==> src/rtl/painterengine_gpu_dvi_scanout_if.sv <==
// Framebuffer read port shared by the scanout engine and the memory it reads.
//
// Signals (named from the scanout engine's point of view):
//   o_wire_mem_req   registered read request, held until the acknowledge cycle
//   o_wire_mem_addr  byte address of the requested pixel, stable while requesting
//   i_wire_mem_ack   one-cycle acknowledge; data is valid in this cycle
//   i_wire_mem_data  pixel word returned with the acknowledge
//
// Modports: master = scanout engine, slave = memory / bus bridge.
interface painterengine_gpu_dvi_scanout_if;
    logic        o_wire_mem_req;
    logic [31:0] o_wire_mem_addr;
    logic        i_wire_mem_ack;
    logic [31:0] i_wire_mem_data;

    modport master (
        output o_wire_mem_req,
        output o_wire_mem_addr,
        input  i_wire_mem_ack,
        input  i_wire_mem_data
    );

    modport slave (
        input  o_wire_mem_req,
        input  o_wire_mem_addr,
        output i_wire_mem_ack,
        output i_wire_mem_data
    );
endinterface

==> src/rtl/painterengine_gpu_dvi_scanout.sv <==
// Framebuffer scanout engine: fetches width*height pixels from a linear framebuffer through a
// single-outstanding read port into a show-ahead prefetch FIFO and hands them to a DVI timing
// generator one per i_wire_next_rgb pulse. The generator is held in reset until the FIFO has
// been prefilled (full, or the whole frame fetched).
//
// Ports:
//   i_wire_pixel_clock, i_wire_resetn   clock, asynchronous active-low reset
//   i_wire_start                        frame start pulse (accepted only when idle)
//   i_wire_base_addr                    framebuffer base byte address
//   i_wire_clip_width/height            frame size in pixels, sampled on accepted start
//   mem_io                              framebuffer read port (master side)
//   o_wire_dvi_resetn                   active-low reset to the timing generator
//   i_wire_next_rgb                     generator consumed the current pixel
//   o_wire_rgba                         head of the prefetch FIFO, 0 when empty
//   i_wire_dvi_done                     generator finished the frame
//   o_wire_busy, o_wire_done            frame in progress / one-cycle completion pulse
//   o_wire_underflow                    sticky: a pixel was consumed while the FIFO was empty
//   o_wire_underflow_cnt                number of such events (saturating)
//
// Build option: define PAINTERENGINE_GPU_DVI_SCANOUT_UNDERFLOW_CNT_EN to implement the
// underflow event counter; otherwise o_wire_underflow_cnt is tied to zero.
module painterengine_gpu_dvi_scanout #(
    parameter int unsigned FIFO_DEPTH  = 16,
    parameter int unsigned PIXEL_BYTES = 4
) (
    input  logic        i_wire_pixel_clock,
    input  logic        i_wire_resetn,
    input  logic        i_wire_start,
    input  logic [31:0] i_wire_base_addr,
    input  logic [15:0] i_wire_clip_width,
    input  logic [15:0] i_wire_clip_height,
    painterengine_gpu_dvi_scanout_if.master mem_io,
    output logic        o_wire_dvi_resetn,
    input  logic        i_wire_next_rgb,
    output logic [31:0] o_wire_rgba,
    input  logic        i_wire_dvi_done,
    output logic        o_wire_busy,
    output logic        o_wire_done,
    output logic        o_wire_underflow,
    output logic [15:0] o_wire_underflow_cnt
);
    localparam int unsigned AW = $clog2(FIFO_DEPTH);
    localparam int unsigned CW = AW + 1;

    typedef enum logic [1:0] {StIdle, StPrefill, StStream, StDone} state_e;

    state_e        state_q, state_d;
    logic [31:0]   base_q, base_d;
    logic [31:0]   total_q, total_d;
    logic [31:0]   fetched_q, fetched_d;
    logic          req_q, req_d;
    logic [31:0]   addr_q, addr_d;
    logic          stale_q, stale_d;
    logic [AW-1:0] wr_ptr_q, wr_ptr_d;
    logic [AW-1:0] rd_ptr_q, rd_ptr_d;
    logic [CW-1:0] count_q, count_d;
    logic          underflow_q, underflow_d;
    logic [31:0]   fifo_mem [FIFO_DEPTH];

    logic        start_acc;
    logic        active;
    logic        fifo_empty;
    logic        fifo_full;
    logic        ack_acc;
    logic        push;
    logic        pop;
    logic        underrun;
    logic        issue;
    logic        flush;
    logic [31:0] frame_total;

    // Datapath control decode
    always_comb begin
        start_acc   = (state_q == StIdle) && i_wire_start;
        active      = (state_q == StPrefill) || (state_q == StStream);
        fifo_empty  = (count_q == '0);
        fifo_full   = (count_q == CW'(FIFO_DEPTH));
        ack_acc     = req_q && mem_io.i_wire_mem_ack;
        // An ack for a request left over from an earlier frame is dropped.
        push        = ack_acc && active && !stale_q;
        pop         = (state_q == StStream) && i_wire_next_rgb && !fifo_empty;
        underrun    = (state_q == StStream) && i_wire_next_rgb && fifo_empty;
        // The outstanding request already owns a FIFO slot.
        issue       = active && !req_q && (fetched_q < total_q) &&
                      ((count_q + CW'(req_q)) < CW'(FIFO_DEPTH));
        flush       = (state_q == StIdle) || (state_q == StDone);
        frame_total = {16'h0, i_wire_clip_width} * {16'h0, i_wire_clip_height};
    end

    // FSM: next state
    always_comb begin
        state_d = state_q;
        unique case (state_q)
            StIdle: begin
                if (i_wire_start) begin
                    state_d = (frame_total == 32'h0) ? StDone : StPrefill;
                end
            end
            StPrefill: begin
                if (fifo_full || (fetched_q == total_q)) state_d = StStream;
            end
            StStream: begin
                if (i_wire_dvi_done) state_d = StDone;
            end
            StDone: begin
                state_d = StIdle;
            end
            default: begin
                state_d = StIdle;
            end
        endcase
    end

    // FSM: state-decoded outputs and FIFO head
    always_comb begin
        o_wire_dvi_resetn = (state_q == StStream);
        o_wire_busy       = (state_q == StPrefill) || (state_q == StStream);
        o_wire_done       = (state_q == StDone);
        o_wire_underflow  = underflow_q;
        o_wire_rgba       = fifo_empty ? 32'h0 : fifo_mem[rd_ptr_q];
    end

    assign mem_io.o_wire_mem_req  = req_q;
    assign mem_io.o_wire_mem_addr = addr_q;

    // Frame parameters, fetch sequencing and FIFO bookkeeping
    always_comb begin
        base_d      = base_q;
        total_d     = total_q;
        fetched_d   = fetched_q;
        req_d       = req_q;
        addr_d      = addr_q;
        wr_ptr_d    = wr_ptr_q;
        rd_ptr_d    = rd_ptr_q;
        count_d     = count_q;
        underflow_d = underflow_q;
        // Remember that the pending request belongs to a finished frame.
        stale_d     = req_q && !ack_acc && (stale_q || !active);

        if (start_acc) begin
            base_d      = i_wire_base_addr;
            total_d     = frame_total;
            underflow_d = 1'b0;
        end else if (underrun) begin
            underflow_d = 1'b1;
        end

        if (ack_acc) begin
            req_d = 1'b0;
        end else if (issue) begin
            req_d  = 1'b1;
            addr_d = base_q + fetched_q * 32'(PIXEL_BYTES);
        end

        if (flush) begin
            fetched_d = '0;
            wr_ptr_d  = '0;
            rd_ptr_d  = '0;
            count_d   = '0;
        end else begin
            if (push) begin
                fetched_d = fetched_q + 32'd1;
                wr_ptr_d  = wr_ptr_q + AW'(1);
            end
            if (pop) begin
                rd_ptr_d = rd_ptr_q + AW'(1);
            end
            count_d = count_q + CW'(push) - CW'(pop);
        end
    end

    // FSM: state register and datapath flops
    always_ff @(posedge i_wire_pixel_clock or negedge i_wire_resetn) begin
        if (!i_wire_resetn) begin
            state_q     <= StIdle;
            base_q      <= '0;
            total_q     <= '0;
            fetched_q   <= '0;
            req_q       <= 1'b0;
            addr_q      <= '0;
            stale_q     <= 1'b0;
            wr_ptr_q    <= '0;
            rd_ptr_q    <= '0;
            count_q     <= '0;
            underflow_q <= 1'b0;
        end else begin
            state_q     <= state_d;
            base_q      <= base_d;
            total_q     <= total_d;
            fetched_q   <= fetched_d;
            req_q       <= req_d;
            addr_q      <= addr_d;
            stale_q     <= stale_d;
            wr_ptr_q    <= wr_ptr_d;
            rd_ptr_q    <= rd_ptr_d;
            count_q     <= count_d;
            underflow_q <= underflow_d;
        end
    end

    // FIFO storage needs no reset; entries are only read while counted valid.
    always_ff @(posedge i_wire_pixel_clock) begin
        if (push) begin
            fifo_mem[wr_ptr_q] <= mem_io.i_wire_mem_data;
        end
    end

`ifdef PAINTERENGINE_GPU_DVI_SCANOUT_UNDERFLOW_CNT_EN
    logic [15:0] underflow_cnt_q, underflow_cnt_d;

    always_comb begin
        underflow_cnt_d = underflow_cnt_q;
        if (start_acc) begin
            underflow_cnt_d = '0;
        end else if (underrun && (underflow_cnt_q != 16'hFFFF)) begin
            underflow_cnt_d = underflow_cnt_q + 16'd1;
        end
    end

    always_ff @(posedge i_wire_pixel_clock or negedge i_wire_resetn) begin
        if (!i_wire_resetn) begin
            underflow_cnt_q <= '0;
        end else begin
            underflow_cnt_q <= underflow_cnt_d;
        end
    end

    assign o_wire_underflow_cnt = underflow_cnt_q;
`else
    assign o_wire_underflow_cnt = 16'h0;
`endif

endmodule

==> src/flat_wrapper.sv <==
// flat-port wrapper written by rule: the top's interface ports become plain ports
module painterengine_gpu_dvi_scanout_flat 
#(
    parameter int unsigned FIFO_DEPTH  = 16,
    parameter int unsigned PIXEL_BYTES = 4
)
  (i_wire_pixel_clock, i_wire_resetn, i_wire_start, i_wire_base_addr, i_wire_clip_width, i_wire_clip_height, o_wire_dvi_resetn, i_wire_next_rgb, o_wire_rgba, i_wire_dvi_done, o_wire_busy, o_wire_done, o_wire_underflow, o_wire_underflow_cnt, mem_io_o_wire_mem_req, mem_io_o_wire_mem_addr, mem_io_i_wire_mem_ack, mem_io_i_wire_mem_data);
  painterengine_gpu_dvi_scanout_if mem_io_i ();
  input  logic i_wire_pixel_clock;
  input  logic i_wire_resetn;
  input  logic i_wire_start;
  input  logic [31:0] i_wire_base_addr;
  input  logic [15:0] i_wire_clip_width;
  input  logic [15:0] i_wire_clip_height;
  output logic o_wire_dvi_resetn;
  input  logic i_wire_next_rgb;
  output logic [31:0] o_wire_rgba;
  input  logic i_wire_dvi_done;
  output logic o_wire_busy;
  output logic o_wire_done;
  output logic o_wire_underflow;
  output logic [15:0] o_wire_underflow_cnt;
  output wire logic [$bits(mem_io_i.o_wire_mem_req)-1:0] mem_io_o_wire_mem_req;
  output wire logic [$bits(mem_io_i.o_wire_mem_addr)-1:0] mem_io_o_wire_mem_addr;
  input wire logic [$bits(mem_io_i.i_wire_mem_ack)-1:0] mem_io_i_wire_mem_ack;
  input wire logic [$bits(mem_io_i.i_wire_mem_data)-1:0] mem_io_i_wire_mem_data;
  assign mem_io_o_wire_mem_req = mem_io_i.o_wire_mem_req;
  assign mem_io_o_wire_mem_addr = mem_io_i.o_wire_mem_addr;
  assign mem_io_i.i_wire_mem_ack = mem_io_i_wire_mem_ack;
  assign mem_io_i.i_wire_mem_data = mem_io_i_wire_mem_data;
  painterengine_gpu_dvi_scanout #(.FIFO_DEPTH(FIFO_DEPTH), .PIXEL_BYTES(PIXEL_BYTES)) u_core (.i_wire_pixel_clock(i_wire_pixel_clock), .i_wire_resetn(i_wire_resetn), .i_wire_start(i_wire_start), .i_wire_base_addr(i_wire_base_addr), .i_wire_clip_width(i_wire_clip_width), .i_wire_clip_height(i_wire_clip_height), .mem_io(mem_io_i), .o_wire_dvi_resetn(o_wire_dvi_resetn), .i_wire_next_rgb(i_wire_next_rgb), .o_wire_rgba(o_wire_rgba), .i_wire_dvi_done(i_wire_dvi_done), .o_wire_busy(o_wire_busy), .o_wire_done(o_wire_done), .o_wire_underflow(o_wire_underflow), .o_wire_underflow_cnt(o_wire_underflow_cnt));
endmodule
==> config.mk <==
export PLATFORM = sky130hd
export DESIGN_NAME = painterengine_gpu_dvi_scanout_flat
export DESIGN_NICKNAME = d
export VERILOG_FILES = /design/src/rtl/painterengine_gpu_dvi_scanout_if.sv /design/src/rtl/painterengine_gpu_dvi_scanout.sv /design/src/flat_wrapper.sv
export SDC_FILE = /design/constraint.sdc
export NUM_CORES = 1
export LEC_CHECK = 0
export CAP_MARGIN = 5
export CORE_MARGIN = 3
export CORE_UTILIZATION = 55
export DETAILED_ROUTE_END_ITERATION = 6
export GPL_TIMING_DRIVEN = 0
export PLACE_DENSITY = 0.78
export SYNTH_ARGS = -nofsm -noshare
export SYNTH_HDL_FRONTEND = slang
export SYNTH_SLANG_ARGS = --single-unit
==> constraint.sdc <==
create_clock -name i_wire_pixel_clock -period 4.3 [get_ports i_wire_pixel_clock]
set_input_delay 1.29 -clock i_wire_pixel_clock [delete_from_list [all_inputs] [get_ports i_wire_pixel_clock]]
set_output_delay 1.29 -clock i_wire_pixel_clock [all_outputs]
set_load 0.005 [all_outputs]
Yosys cells after proc, flatten, opt, wreduce, memory -nomap -nowiden
Memories as Yosys holds them, arrays and structs flattened.
Cells that the tools add are included.

cells by class
  multiply operators = 1
  magnitude comparators = 2
  add/subtract/negate cells = 7
  eq/ne operators = 8
  reduce and logical (&&, ||, !) cells = 30
  multiplexer cells = 19
  bitwise gates (word level) = 1

operators by type and width
  kind                     count
  $mux W32                 3
  $add A32 B1 Y32 const B  1
  $add A32 B32 Y32         1
  $eq A32 B32 Y1           1
  $logic_not A32 Y1        1
  $lt A32 B32 Y1           1
  $mul A16 B16 Y32         1
  $mux W4                  4
  $logic_and A1 B1 Y1      12
  $add A5 B1 Y5            2
  $add A4 B1 Y4 const B    2
  $mux W2                  4
  $pmux W2 S4              1
  $reduce_bool A2 Y1       4
  $mux W1                  6
  $eq A5 B5 Y1 const B     1
  $logic_not A1 Y1         5
  $logic_not A5 Y1         1
  $lt A5 B5 Y1 const B     1
  $mux W5                  1
  $sub A5 B1 Y5            1
  $eq A2 B2 Y1 const B     2
  $logic_or A1 B1 Y1       4
  $ne A2 B2 Y1 const B     2
  6 further kinds          6

word-level totals
  bits of input ports = 102
  flip-flop bits (word level) = 146
  memories = 1
  logic and storage cells = 80
  output and inout bits = 85
  RAM bits = 512

memories
  name             words  width  rd ports  clocked after memory_dff  write ports  line                                 text
  u_core.fifo_mem  16     32     1         0                         1            painterengine_gpu_dvi_scanout.sv:58  logic [31:0] fifo_mem [FIFO_DEPTH];

Longest topological paths before layout
  depth in word-level cells = 7
  mapped depth = 26
  mapped depth without buffers = 24

Least setup slack after synthesis
Ideal clock, no wire load.

  path type = input-to-reg
  start point = in i_wire_clip_height[1]
  end point = reg u_core.state_q[1]
  path slack = -2.977 ns
  buffers on the path = 1
  cell stages on the path = 22
  required time = 4.231 ns
  arrival time = 7.208 ns
  library setup time = 0.069 ns
  cell sequence = clkbuf_1 nand2_1 fa_1 fa_1 inv_1 fa_1 fa_1 fa_1 inv_1 fa_1 inv_1 ha_1 a21o_1 a211o_1 a211o_1 and3_1 o2111ai_1 a31oi_1 or3_1 a2111oi_0 nand4b_1 nand3_1

on the way
  longest elaborated chain between the ends = 5

ends and longest elaborated chain
  what                  line                                  text
  from (decl)           flat_wrapper.sv:14                    input logic [15:0] i_wire_clip_height;
  $mul A16 B16 Y32      painterengine_gpu_dvi_scanout.sv:87   frame_total = {16'h0, i_wire_clip_width} * {16'h0, i_wire_clip_height};
  $logic_not A32 Y1     painterengine_gpu_dvi_scanout.sv:96   state_d = (frame_total == 32'h0) ? StDone : StPrefill;
  $mux W2               painterengine_gpu_dvi_scanout.sv:96
  $mux W2               painterengine_gpu_dvi_scanout.sv:95   if (i_wire_start) begin
  $pmux W2 S4           painterengine_gpu_dvi_scanout.sv:93   unique case (state_q)
  to (signal assigned)  painterengine_gpu_dvi_scanout.sv:175  state_q <= StIdle;
  to (signal assigned)  painterengine_gpu_dvi_scanout.sv:187  state_q <= state_d;
  to (decl)             painterengine_gpu_dvi_scanout.sv:47   state_e state_q, state_d;

Every way passes these cells. The select of a mux whose other input is x is not followed.
A chain may end at the register's enable or synchronous reset.

Worst setup path in the final report
  start point = in i_wire_clip_height[5]
  end point = reg u_core.state_q[1]

The elaborated chain is that of the path after synthesis.

==> run metrics <==
DR vias 23700; top cell type's share of synthesized area 42.2%; Max clock buf depth 3; FF-to-FF path depth 11; internal power 20.2 mW; Starting DRT DRC Count 1945; cts hold-fix bufs 0; Core Region 0.0650 mm^2; Setup CP Type in2reg; failing checks setup timing; largest net degree at the start of global routing 98; Seq pwr share 23.7%; largest cells by area after synthesis edfxtp_1 42%, fa_1 11%, dfrtp_1 10%; Hold Path Depth 2; DRC viols 0; Overflow after GRT 0; Seq/Total Area, Yosys 52.2%; worst skew pair latency 0.63 ns; wire length on met1 36900 um; Max Cap Viol 0; post-route cell area 0.0449 mm^2; EDFF count, synth 512; first-pass GRT wire length 151000 um; Clock transition at path regs 0.06 ns; area post-placement 0.0405 mm^2; Comb power frac 58.7%; NetSw 13.1 mW; Yosys top cell by area edfxtp_1; Num CTS Buffers 66; Die ar. 0.0694 mm^2; crit-path max FO 7; PnR worst setup slack -2.77 ns; Setup TNS Final -44.44 ns; Detail Route Antenna Nets 0; clock network fraction of design power 17.6%; R2R setup slack 0.66 ns; Worst setup SP type input pin; overall routing resource usage 28.9%; crit end category register; Die H 263 um; register bit total from synthesis 658; Min-Delay Startpoint u_core.mem_io.o_wire_mem_addr[27]; Filler cells 4202; H-Tree Depth 3; Hold Path Class reg2reg; worst r2r src u_core.fetched_q[10]; PortBufs 170; root buffer cell clkbuf_16; RePlAce Congestion 0.894; Yosys warnings 0; TritonRoute pass-1 iters 7; placed cells 3630; Via density 6.13; drt total wl 102000 um; Max-slew headroom 23.7%; synthesized cell area 0.0364 mm^2; layout net count 3433; count of cell types in the netlist 69; Post-Syn Instances 2560; endpoints failing setup 27; count leader, synth edfxtp_1; area of the multi-input gates 0.0169 mm^2; Fin. Hold Viols 0; layout cells sized above 1 26.7%; fin. max-slew vios 0; antenna violations before repair 4; P_leak 17.8 nW; max frequency 141 MHz; Final Cycle Share 164%; status finished with violations; top post-synthesis cells by count 512 x edfxtp_1, 287 x inv_1, 204 x nand2_1; Min Hold Slack 0.490 ns; CTS tree built; Boundary Pins 187; Core Rows 93; vias in the first global route 24900; met3 wire length 7570 um; Non-Filler Instances 3860; switching part of the total 39.3%; RSZ-0062 raised after global routing true; worst path arrival time 7.59 ns; post-layout min period 7.07 ns; Max IR drop VDD 0.00158 V; area grow syn2layout 23.2%; WP data required 4.82 ns; Post-DP HPWL 64400 um; Initial Util 56.0%; CTS sink count 658; asr flop ratio synth 22.2%; Sequential cell area 0.0190 mm^2; Final Skew 0.0480 ns; Slew @ Worst Pin 1.14 ns; synthesized area per cell 14.2 um^2; mean routed wirelength per cell 26.4 um; highest metal used met5; Primary FF master, synth edfxtp_1; Horiz. Die Dim 263 um; Endpoint, Worst Hold u_core.mem_io.o_wire_mem_addr[27]; PwrDens 742 mW/mm^2; r2r endpoint u_core.state_q[1]; met2 WL 52900 um
-- kinds of logic (layout without fill, tap and decap cells) --
group	count (synthesis)	count (layout)	synth area share, %
mux	242	242	12.4
flops	658	658	52.2
fa+ha+maj	378	378	17.0
simple gates	568	568	8.05
buf+inv	405	832	4.34
other cells	1	19	0.0103
compound gates	231	231	4.11
xor+xnor	77	77	1.85
-- registers in the layout, indices dropped and copies added, names as in the netlist --
register	cells
u_core.fifo_mem	512
u_core.o_wire_underflow	1
u_core.total_q	32
u_core.wr_ptr_q	4
u_core.count_q	5
u_core.base_q	32
u_core.rd_ptr_q	4
u_core.stale_q	1
u_core.mem_io.o_wire_mem_addr	32
u_core.state_q	2
u_core.mem_io.o_wire_mem_req	1
u_core.fetched_q	32
-- worst max-delay path by stage --
stage          cells past startpoint                end                   from  slack (ns)
6_report                          25  u_core.state_q[1]  i_wire_clip_height[5]       -2.77
5_1_grt                           25  u_core.state_q[1]  i_wire_clip_height[5]       -2.86
4_1_cts                           24  u_core.state_q[1]  i_wire_clip_height[5]       -2.62
3_5_place_dp                      24  u_core.state_q[1]  i_wire_clip_width[10]       -4.06
3_3_place_gp                      24  u_core.state_q[1]  i_wire_clip_width[10]       -4.03
2_1_floorplan                     23  u_core.state_q[1]  i_wire_clip_height[4]       -2.58
-- per-stage QoR --
stage                     power (mW)  utilization (%)  setup slack, ns
after floorplan                 19.0                -            -2.58
after global placement          22.9             61.3            -4.03
after detailed placement        23.4             62.3            -4.06
after CTS                       30.4             67.7            -2.62
after global routing            35.4             69.0            -2.86
final                           33.3             69.0            -2.77
-- final cells by class --
| type | count | area share (%) |
|---|---|---|
| clock buffers | 78 | 3.82 |
| plain buffers | 114 | 2.91 |
| inverters | 287 | 2.40 |
| repair buffers | 314 | 7.47 |
| well taps | 855 | 2.38 |
| clock inverters | 39 | 1.03 |
| multi-input cells | 1512 | 37.6 |
| flip-flops and latches | 658 | 42.4 |
| diodes | 3 | 0.0167 |
-- per-layer routing --
| layer | GRT usage [%] | up-vias |
|---|---|---|
| met2 | 50.2 | 1210 |
| met4 | 11.1 | 4 |
| met5 | 0 | - |
| met3 | 5.37 | 269 |
| li1 | - | 9908 |
| met1 | 36.1 | 12300 |
-- worst max-delay path: stages --
cell      delay, ns
buf_8          0.10
buf_4          0.13
and2_4         0.15
fa_1           0.51
inv_2          0.04
fa_2           0.60
fa_2           0.45
inv_2          0.08
fa_2           0.44
fa_1           0.53
inv_2          0.04
fa_1           0.56
inv_2          0.06
ha_4           0.26
buf_8          0.11
nand2_1        0.08
o21ai_2        0.24
buf_4          0.15
a21oi_2        0.04
xnor2_2        0.15
or4b_1         0.53
or4b_1         0.59
nor4_2         0.19
nand4b_1       0.15
nand3_1        0.10
-- cell usage in the layout (no fill, tap or decap), drive strengths merged, types with 13 or more instances in the layout --
cell type,synthesis,layout
fa,196,196
inv,287,292
and3,17,17
nand2,204,204
a21oi,59,59
xnor2,51,51
dfrtp,146,146
xor2,26,26
nand4,21,21
a21o,35,35
nand3,30,30
conb,1,16
clkbuf,88,172
nor3,13,13
buf,30,219
mux4,160,160
and2,158,158
clkdlybuf4s50,0,106
ha,182,182
nor2,36,36
edfxtp,512,512
clkinv,0,27
o21ai,55,55
nor2b,45,45
mux2,72,72
-- repair_timing --
action                                  CTS  global route
buffers inserted                         62            47
resized for setup                       498           160
pin swaps                                46            55
cloned                                    3             3
endpoints found under the setup margin   60            90
-- power by group through the flow --
stage	Clock (mW)	Combinational [mW]	Sequential, mW
global route	6.14	21.2	7.97
finish	5.86	19.6	7.92
floorplan	0	11.1	7.87
global placement	0	14.9	8.00
CTS	5.84	16.6	7.91
detailed placement	0	15.4	8.02
Power figures use the tool's default switching activity.
